## src/rtl/mipmap_stream_loader_pkg.sv

```systemverilog
// Shared definitions for the mipmap stream loader.
//   load_state_e  : loader FSM state encoding
//   next_lod_exp  : log2 size of the following LOD, clamped at one word
//   upper_base    : first word address of the upper (LOD1..n) region
package mipmap_stream_loader_pkg;

    typedef enum logic [1:0] {
        StIdle  = 2'd0,
        StLoad  = 2'd1,
        StDrain = 2'd2
    } load_state_e;

    // Each LOD is a quarter of the previous one; the tail LOD is a single word.
    function automatic int unsigned next_lod_exp(input int unsigned exp_cur);
        return (exp_cur >= 2) ? exp_cur - 2 : 0;
    endfunction

    function automatic int unsigned upper_base(input int unsigned addr_width);
        return 32'd1 << (addr_width - 1);
    endfunction

endpackage

```

## src/rtl/mipmap_lod_addr_gen.sv

```systemverilog
// Address generator for the mipmap stream loader.
// Tracks the current LOD (level), the word offset inside it and the LOD base address.
// Ports:
//   clk_i, rst_ni   clock, synchronous active-low reset
//   restart_i       latch size/mipmap config, rewind to LOD0 word 0
//   size_log2_i     log2 of LOD0 size in words
//   mipmap_i        1: all LODs, 0: LOD0 only
//   advance_i       step to the next word (one accepted beat)
//   addr_o          RAM address of the current word
//   final_o         current word is the last word of the last LOD
module mipmap_lod_addr_gen
    import mipmap_stream_loader_pkg::*;
#(
    parameter int unsigned ADDR_WIDTH = 8,
    parameter int unsigned SIZE_WIDTH = 4
) (
    input  logic                  clk_i,
    input  logic                  rst_ni,
    input  logic                  restart_i,
    input  logic [SIZE_WIDTH-1:0] size_log2_i,
    input  logic                  mipmap_i,
    input  logic                  advance_i,
    output logic [ADDR_WIDTH-1:0] addr_o,
    output logic                  final_o
);

    localparam logic [ADDR_WIDTH-1:0] UpperBase = ADDR_WIDTH'(upper_base(ADDR_WIDTH));

    logic [SIZE_WIDTH-1:0] exp_q, exp_d;
    logic [SIZE_WIDTH-1:0] level_q, level_d;
    logic                  mip_q, mip_d;
    logic [ADDR_WIDTH-2:0] word_q, word_d;
    logic [ADDR_WIDTH-1:0] base_q, base_d;

    logic [ADDR_WIDTH-1:0] lod_size;
    logic [ADDR_WIDTH-1:0] word_max;
    logic                  word_end;
    logic                  last_lod;

    always_comb begin
        lod_size = {{(ADDR_WIDTH-1){1'b0}}, 1'b1} << exp_q;
        word_max = lod_size - ADDR_WIDTH'(1);
        word_end = ({1'b0, word_q} == word_max);
        // exp_q is clamped at 0, so exp_q == 0 covers both s-2k == 0 and s-2k < 0.
        last_lod = !mip_q || (exp_q == '0);
        final_o  = last_lod && word_end;
        addr_o   = base_q + {1'b0, word_q};

        exp_d   = exp_q;
        level_d = level_q;
        mip_d   = mip_q;
        word_d  = word_q;
        base_d  = base_q;

        if (restart_i) begin
            exp_d   = size_log2_i;
            mip_d   = mipmap_i;
            level_d = '0;
            word_d  = '0;
            base_d  = '0;
        end else if (advance_i) begin
            if (word_end) begin
                word_d  = '0;
                level_d = level_q + SIZE_WIDTH'(1);
                exp_d   = SIZE_WIDTH'(next_lod_exp(32'(exp_q)));
                // LOD1 starts the upper region; later LODs pack behind their predecessor.
                base_d  = (level_q == '0) ? UpperBase : base_q + lod_size;
            end else begin
                word_d = word_q + (ADDR_WIDTH-1)'(1);
            end
        end
    end

    always_ff @(posedge clk_i) begin
        if (!rst_ni) begin
            exp_q   <= '0;
            level_q <= '0;
            mip_q   <= 1'b0;
            word_q  <= '0;
            base_q  <= '0;
        end else begin
            exp_q   <= exp_d;
            level_q <= level_d;
            mip_q   <= mip_d;
            word_q  <= word_d;
            base_q  <= base_d;
        end
    end

endmodule

```

## src/rtl/mipmap_stream_loader.sv

```systemverilog
// Write sequencer for the mipmap texture RAM. Consumes a texture stream (LOD0 first, then
// the smaller LODs) and writes each word to RAM: LOD0 in the lower half, LOD1..n packed
// back-to-back from the start of the upper half.
// Ports:
//   clk, resetn                      clock, synchronous active-low reset
//   cfgSizeLog2, cfgMipmap, start    load configuration and request (sampled at start)
//   busy, done                       load/drain in progress, one-cycle end pulse
//   errLast, errCfg                  sticky misplaced-tlast and bad-size flags
//   s_axis_*                         texel stream slave
//   ramWrite*                        RAM write port, one cycle after each accepted beat
module mipmap_stream_loader
    import mipmap_stream_loader_pkg::*;
#(
    parameter int unsigned MEM_WIDTH  = 64,
    parameter int unsigned ADDR_WIDTH = 8,
    parameter int unsigned MASK_WIDTH = 8,
    parameter int unsigned SIZE_WIDTH = 4
) (
    input  logic                  clk,
    input  logic                  resetn,
    input  logic [SIZE_WIDTH-1:0] cfgSizeLog2,
    input  logic                  cfgMipmap,
    input  logic                  start,
    output logic                  busy,
    output logic                  done,
    output logic                  errLast,
    output logic                  errCfg,
    input  logic                  s_axis_tvalid,
    output logic                  s_axis_tready,
    input  logic                  s_axis_tlast,
    input  logic [MEM_WIDTH-1:0]  s_axis_tdata,
    output logic                  ramWrite,
    output logic [ADDR_WIDTH-1:0] ramWriteAddr,
    output logic [MEM_WIDTH-1:0]  ramWriteData,
    output logic [MASK_WIDTH-1:0] ramWriteMask
);

    load_state_e           state_q, state_d;
    logic                  done_q, done_d;
    logic                  err_last_q, err_last_d;
    logic                  err_cfg_q, err_cfg_d;
    logic                  ram_write_q, ram_write_d;
    logic [ADDR_WIDTH-1:0] ram_addr_q, ram_addr_d;
    logic [MEM_WIDTH-1:0]  ram_data_q, ram_data_d;

    logic                  gen_restart;
    logic                  gen_advance;
    logic [ADDR_WIDTH-1:0] gen_addr;
    logic                  gen_final;
    logic                  beat;
    logic                  cfg_bad;

    mipmap_lod_addr_gen #(
        .ADDR_WIDTH (ADDR_WIDTH),
        .SIZE_WIDTH (SIZE_WIDTH)
    ) u_addr_gen (
        .clk_i       (clk),
        .rst_ni      (resetn),
        .restart_i   (gen_restart),
        .size_log2_i (cfgSizeLog2),
        .mipmap_i    (cfgMipmap),
        .advance_i   (gen_advance),
        .addr_o      (gen_addr),
        .final_o     (gen_final)
    );

    assign busy          = (state_q != StIdle);
    assign s_axis_tready = busy;
    assign beat          = s_axis_tvalid && s_axis_tready;
    assign cfg_bad       = 32'(cfgSizeLog2) > (ADDR_WIDTH - 1);

    always_comb begin
        state_d     = state_q;
        done_d      = 1'b0;
        err_last_d  = err_last_q;
        err_cfg_d   = err_cfg_q;
        ram_write_d = 1'b0;
        ram_addr_d  = ram_addr_q;
        ram_data_d  = ram_data_q;
        gen_restart = 1'b0;
        gen_advance = 1'b0;

        unique case (state_q)
            StIdle: begin
                if (start) begin
                    if (cfg_bad) begin
                        err_cfg_d = 1'b1;
                        done_d    = 1'b1;
                    end else begin
                        err_last_d  = 1'b0;
                        gen_restart = 1'b1;
                        state_d     = StLoad;
                    end
                end
            end
            StLoad: begin
                if (beat) begin
                    ram_write_d = 1'b1;
                    ram_addr_d  = gen_addr;
                    ram_data_d  = s_axis_tdata;
                    gen_advance = 1'b1;
                    if (gen_final) begin
                        if (s_axis_tlast) begin
                            state_d = StIdle;
                            done_d  = 1'b1;
                        end else begin
                            // Stream is longer than the texture: swallow the excess.
                            err_last_d = 1'b1;
                            state_d    = StDrain;
                        end
                    end else if (s_axis_tlast) begin
                        err_last_d = 1'b1;
                        state_d    = StIdle;
                        done_d     = 1'b1;
                    end
                end
            end
            StDrain: begin
                if (beat && s_axis_tlast) begin
                    state_d = StIdle;
                    done_d  = 1'b1;
                end
            end
            default: state_d = StIdle;
        endcase
    end

    always_ff @(posedge clk) begin
        if (!resetn) begin
            state_q     <= StIdle;
            done_q      <= 1'b0;
            err_last_q  <= 1'b0;
            err_cfg_q   <= 1'b0;
            ram_write_q <= 1'b0;
            ram_addr_q  <= '0;
            ram_data_q  <= '0;
        end else begin
            state_q     <= state_d;
            done_q      <= done_d;
            err_last_q  <= err_last_d;
            err_cfg_q   <= err_cfg_d;
            ram_write_q <= ram_write_d;
            ram_addr_q  <= ram_addr_d;
            ram_data_q  <= ram_data_d;
        end
    end

    assign done         = done_q;
    assign errLast      = err_last_q;
    assign errCfg       = err_cfg_q;
    assign ramWrite     = ram_write_q;
    assign ramWriteAddr = ram_addr_q;
    assign ramWriteData = ram_data_q;
    assign ramWriteMask = '1;

endmodule
```

## config.mk

```make
export PLATFORM = sky130hd
export DESIGN_NAME = mipmap_stream_loader
export DESIGN_NICKNAME = d
export VERILOG_FILES = /design/src/rtl/mipmap_stream_loader_pkg.sv /design/src/rtl/mipmap_lod_addr_gen.sv /design/src/rtl/mipmap_stream_loader.sv
export SDC_FILE = /design/constraint.sdc
export NUM_CORES = 1
export LEC_CHECK = 0
export CAP_MARGIN = 30
export CORE_AREA = 2 2 166 103
export DETAILED_ROUTE_END_ITERATION = 8
export DIE_AREA = 0 0 168 105
export GPL_ROUTABILITY_DRIVEN = 0
export PLACE_DENSITY = 0.68
export SLEW_MARGIN = 15
export SYNTH_ARGS = -nofsm -noshare
export SYNTH_HDL_FRONTEND = slang
export SYNTH_SLANG_ARGS = --single-unit
```

## constraint.sdc

```tcl
create_clock -name clk -period 4.2 [get_ports clk]
set_input_delay 0.84 -clock clk [delete_from_list [all_inputs] [get_ports clk]]
set_output_delay 0.84 -clock clk [all_outputs]
set_load 0.03 [all_outputs]
```

==> impl_metrics.py <==
metrics = {
    "power": {
        "power_leakage_uw": 0.00245,
        "p_sw_share_pct": 26.7,
        "clock_power_share_pct": 39.6,
        "internal_power_uw": 1630,
        "power_frac_seq_pct": 45.3,
        "p_switching_uw": 595,
        "p_per_area_mw_per_mm2": 325,
        "combPwrFrac_pct": 15.0,
        "ir_drop_v": 0.000184,
    },
    "worst_setup_path": {
        "critPathCaptureType": "flip-flop",
        "crit_type": "reg -> reg",
        "crit_start": "u_addr_gen.exp_q[3]$_SDFFE_PN0P_",
        "r2r_cells": 9,
        "rrSetupSlack_ns": 0.61,
        "cp_top_family": "simple AND/OR/NAND/NOR gates",
        "arrival_ns": 3.85,
        "cp_num_buf_inv": 0,
        "required_ns": 4.46,
        "cp_cell_sequence": "nor3_1 > nand2_1 > ha_1 > a21o_1 > a31o_2 > o221ai_1 > nand4_2 > or3_1 > a21oi_1",
        "cp_slowest_cell": "nand4_2",
        "timing.rr.start": "u_addr_gen.exp_q[3]$_SDFFE_PN0P_",
        "worstReg2RegEnd": "u_addr_gen.base_q[2]$_SDFFE_PP0P_",
        "start_kind": "flip-flop",
        "critical-path-max-stage-delay_ns": 0.61,
        "crit_path_max_fanout": 25,
    },
    "clocking": {
        "clk_pin_slew_ns": 0.07,
        "cts_buffers": 9,
        "cts_root_buf": "clkbuf_16",
        "clock_sinks": 102,
        "clk-insertion-delay-late_ns": 0.35,
        "cts_buffer_depth": 2,
        "cts_tree": "done",
        "cts_resized": 0,
        "cts_setup_buffers": 0,
        "hold_buffers": 0,
        "htreeDepth": 3,
    },
    "die": {
        "core_area_sq_mm": 0.0160,
        "ioPinCount": 160,
        "num_rows": 36,
        "chipHeight_um": 105,
        "die-area_sq_mm": 0.0176,
        "fp.dieW_um": 168,
        "start_util_pct": 30.7,
    },
    "route": {
        "dr_total_vias": 4356,
        "via_per_inst": 4.62,
        "wl_per_cell_um": 13.9,
        "drc": 0,
        "wirelength_um": 13100,
        "first_iter_violations": 261,
        "postRouteAntennaNets": 0,
        "first_pass_iters": 4,
    },
    "finish": {
        "multiInputGateArea_sq_mm": 0.00262,
        "antenna_cells": 0,
        "area_growth_pct": 39.4,
        "fin_cells": 942,
        "nFillCells": 1595,
        "fin_nets": 823,
        "layout-drive-gt1-share_pct": 3.82,
        "seq_area_sq_mm": 0.00204,
    },
    "sta": {
        "setup_viol": 0,
        "post-route-period-util_pct": 85.4,
        "final-hold-violation-count": 0,
        "setup_tns_ns": 0,
        "drv_slew": 0,
        "max_freq_ghz": 0.279,
        "fin_crit_ns": 3.59,
        "rsz0062_at_grt": "false",
        "worst_slew_pin_slew_ns": 0.795,
        "finClkSkew_ns": 0.00771,
        "max_slew_margin_pct": 47.0,
    },
    "synthesis": {
        "yosysMostFrequentCell": "nand2_1",
        "yosysTopAreaCellShare_pct": 41.6,
        "ys_types": 55,
        "synthCells": 601,
        "ys.flop_type": "dfxtp_1",
        "yosys-top-cells-count": "168 x nand2_1, 102 x dfxtp_1, 70 x a21boi_0",
        "synth-seq-cells": 102,
        "synth_top_cell_by_area": "dfxtp_1",
        "ys_warn_count": 0,
        "synth_edf_count": 0,
        "synth_area_sq_mm": 0.00491,
        "syn-mean-instance-area_sq_um": 8.18,
        "synthTopCellsByArea": "dfxtp_1 42%, nand2_1 13%, a21boi_0 11%",
        "yosysSeqAreaShare_pct": 41.6,
        "synthArstFlopShare_pct": 0,
    },
    "status": {
        "status": "completed",
    },
    "global_routing": {
        "grt_pass1_wl_um": 21700,
        "grt_max_degree": 84,
        "grt.overflow.total": 0,
        "antenna_found_initial": 0,
        "grt_usage_pct": 15.1,
        "first_global_vias": 4194,
    },
    "hold_path": {
        "hold_end": "ramWriteAddr[4]$_SDFFE_PN0P_",
        "min_path_cells": 2,
        "hp-start": "ramWriteAddr[4]$_SDFFE_PN0P_",
        "min-delay-path-class": "reg -> reg",
    },
    "job": {
        "cap_viol_max_count": 0,
    },
    "placed_design": {
        "port-buffer-count": 151,
        "place_hpwl_um": 9240,
        "dp_cells": 926,
    },
}
[metrics by stage]
| step | hold WS (ns) | instance area, sq um | setup slack (ns) | power [uW] | util [%] |
|---|---|---|---|---|---|
| after floorplan | 0.444 | 4940 | 1.30 | 1230 | - |
| after global placement | 0.451 | 6540 | 0.810 | 1370 | 40.9 |
| after detailed placement | 0.456 | 6540 | 0.688 | 1370 | 40.9 |
| after CTS | 0.465 | 6850 | 0.653 | 2260 | 42.8 |
| after global routing | 0.485 | 6850 | 0.284 | 2330 | 42.8 |
| final | 0.460 | 6850 | 0.614 | 2230 | 42.8 |
[tightest hold or removal path, cell delays in order (launching register included)]
cell and delay (ns):
dfxtp_1 0.31, nand2_1 0.05, a21boi_0 0.06
[cell type report]
type                       instances  area share [%]
multi-input combinational        442            38.2
sequential                       102            29.8
timing repair buffer             155            22.6
tap                              209            3.82
clock buffer                      10            3.49
clock inverter                     6            1.11
inverter                          18           0.986
[cell usage in the layout, fill, tap and decap left out, drive strengths merged, types with 4 or more instances in the layout]
cell type      synthesis  layout
nand2                168     168
clkdlybuf4s50          0     150
dfxtp                102     102
a21boi                70      70
a21oi                 24      24
nand3                 20      20
inv                   18      20
ha                    19      19
nor2                  16      16
xnor2                 13      13
o21ai                 11      11
clkbuf                30      10
or3                    9       9
a21o                   8       8
conb                   1       8
a31oi                  7       7
nor3                   5       5
xor2                   5       5
o21a                   5       5
nor3b                  5       5
buf                   16       5
and2                   4       4
nor4b                  4       4
[logic make-up (layout without fill, tap and decap cells)]
family | Yosys count | count (layout) | synth area share (%)
AO/OA/AOI/OAI | 139 | 139 | 19.5
flip-flops | 102 | 102 | 41.6
AND/OR/NAND/NOR | 255 | 255 | 23.9
other | 1 | 8 | 0.0763
multiplexers | 1 | 1 | 0.204
adder cells (fa/ha/maj) | 21 | 21 | 5.65
buffers and inverters | 64 | 189 | 5.88
XOR/XNOR | 18 | 18 | 3.21
[state kept, by name, summed over array words and instances (netlist names)]
register and count:
ramWrite 1, u_addr_gen.mip_q 1, u_addr_gen.base_q 8, u_addr_gen.word_q 7
errCfg 1, u_addr_gen.level_q 4, u_addr_gen.exp_q 4, done 1
state_q 2, ramWriteAddr 8, errLast 1, ramWriteData 64
[how the worst max path moves through the flow]
stage / endpoint / slack [ns] / depth (start not counted)
3_3_place_gp: u_addr_gen.level_q[3]$_SDFFE_PP0P_ / 0.81 / 9
2_1_floorplan: u_addr_gen.base_q[1]$_SDFFE_PP0P_ / 1.30 / 12
5_1_grt: u_addr_gen.base_q[1]$_SDFFE_PP0P_ / 0.28 / 9
3_5_place_dp: u_addr_gen.base_q[2]$_SDFFE_PP0P_ / 0.69 / 9
4_1_cts: u_addr_gen.base_q[2]$_SDFFE_PP0P_ / 0.65 / 9
6_report: u_addr_gen.base_q[2]$_SDFFE_PP0P_ / 0.61 / 9
[power groups by stage]
| stage | Combinational (uW) | Clock (uW) | Sequential [uW] |
|---|---|---|---|
| global placement | 334 | 0 | 1030 |
| floorplan | 157 | 0 | 1070 |
| CTS | 337 | 911 | 1010 |
| global route | 365 | 954 | 1010 |
| finish | 335 | 884 | 1010 |
| detailed placement | 334 | 0 | 1030 |
[per-layer routing]
layer	vias up	track usage, %	wire (um)
met2	135	20.9	5000
met3	7	7.01	1280
met5	-	0	0
met1	1947	21.5	6780
li1	2267	-	-
met4	0	2.48	65
(Power assumes the default switching activity.)
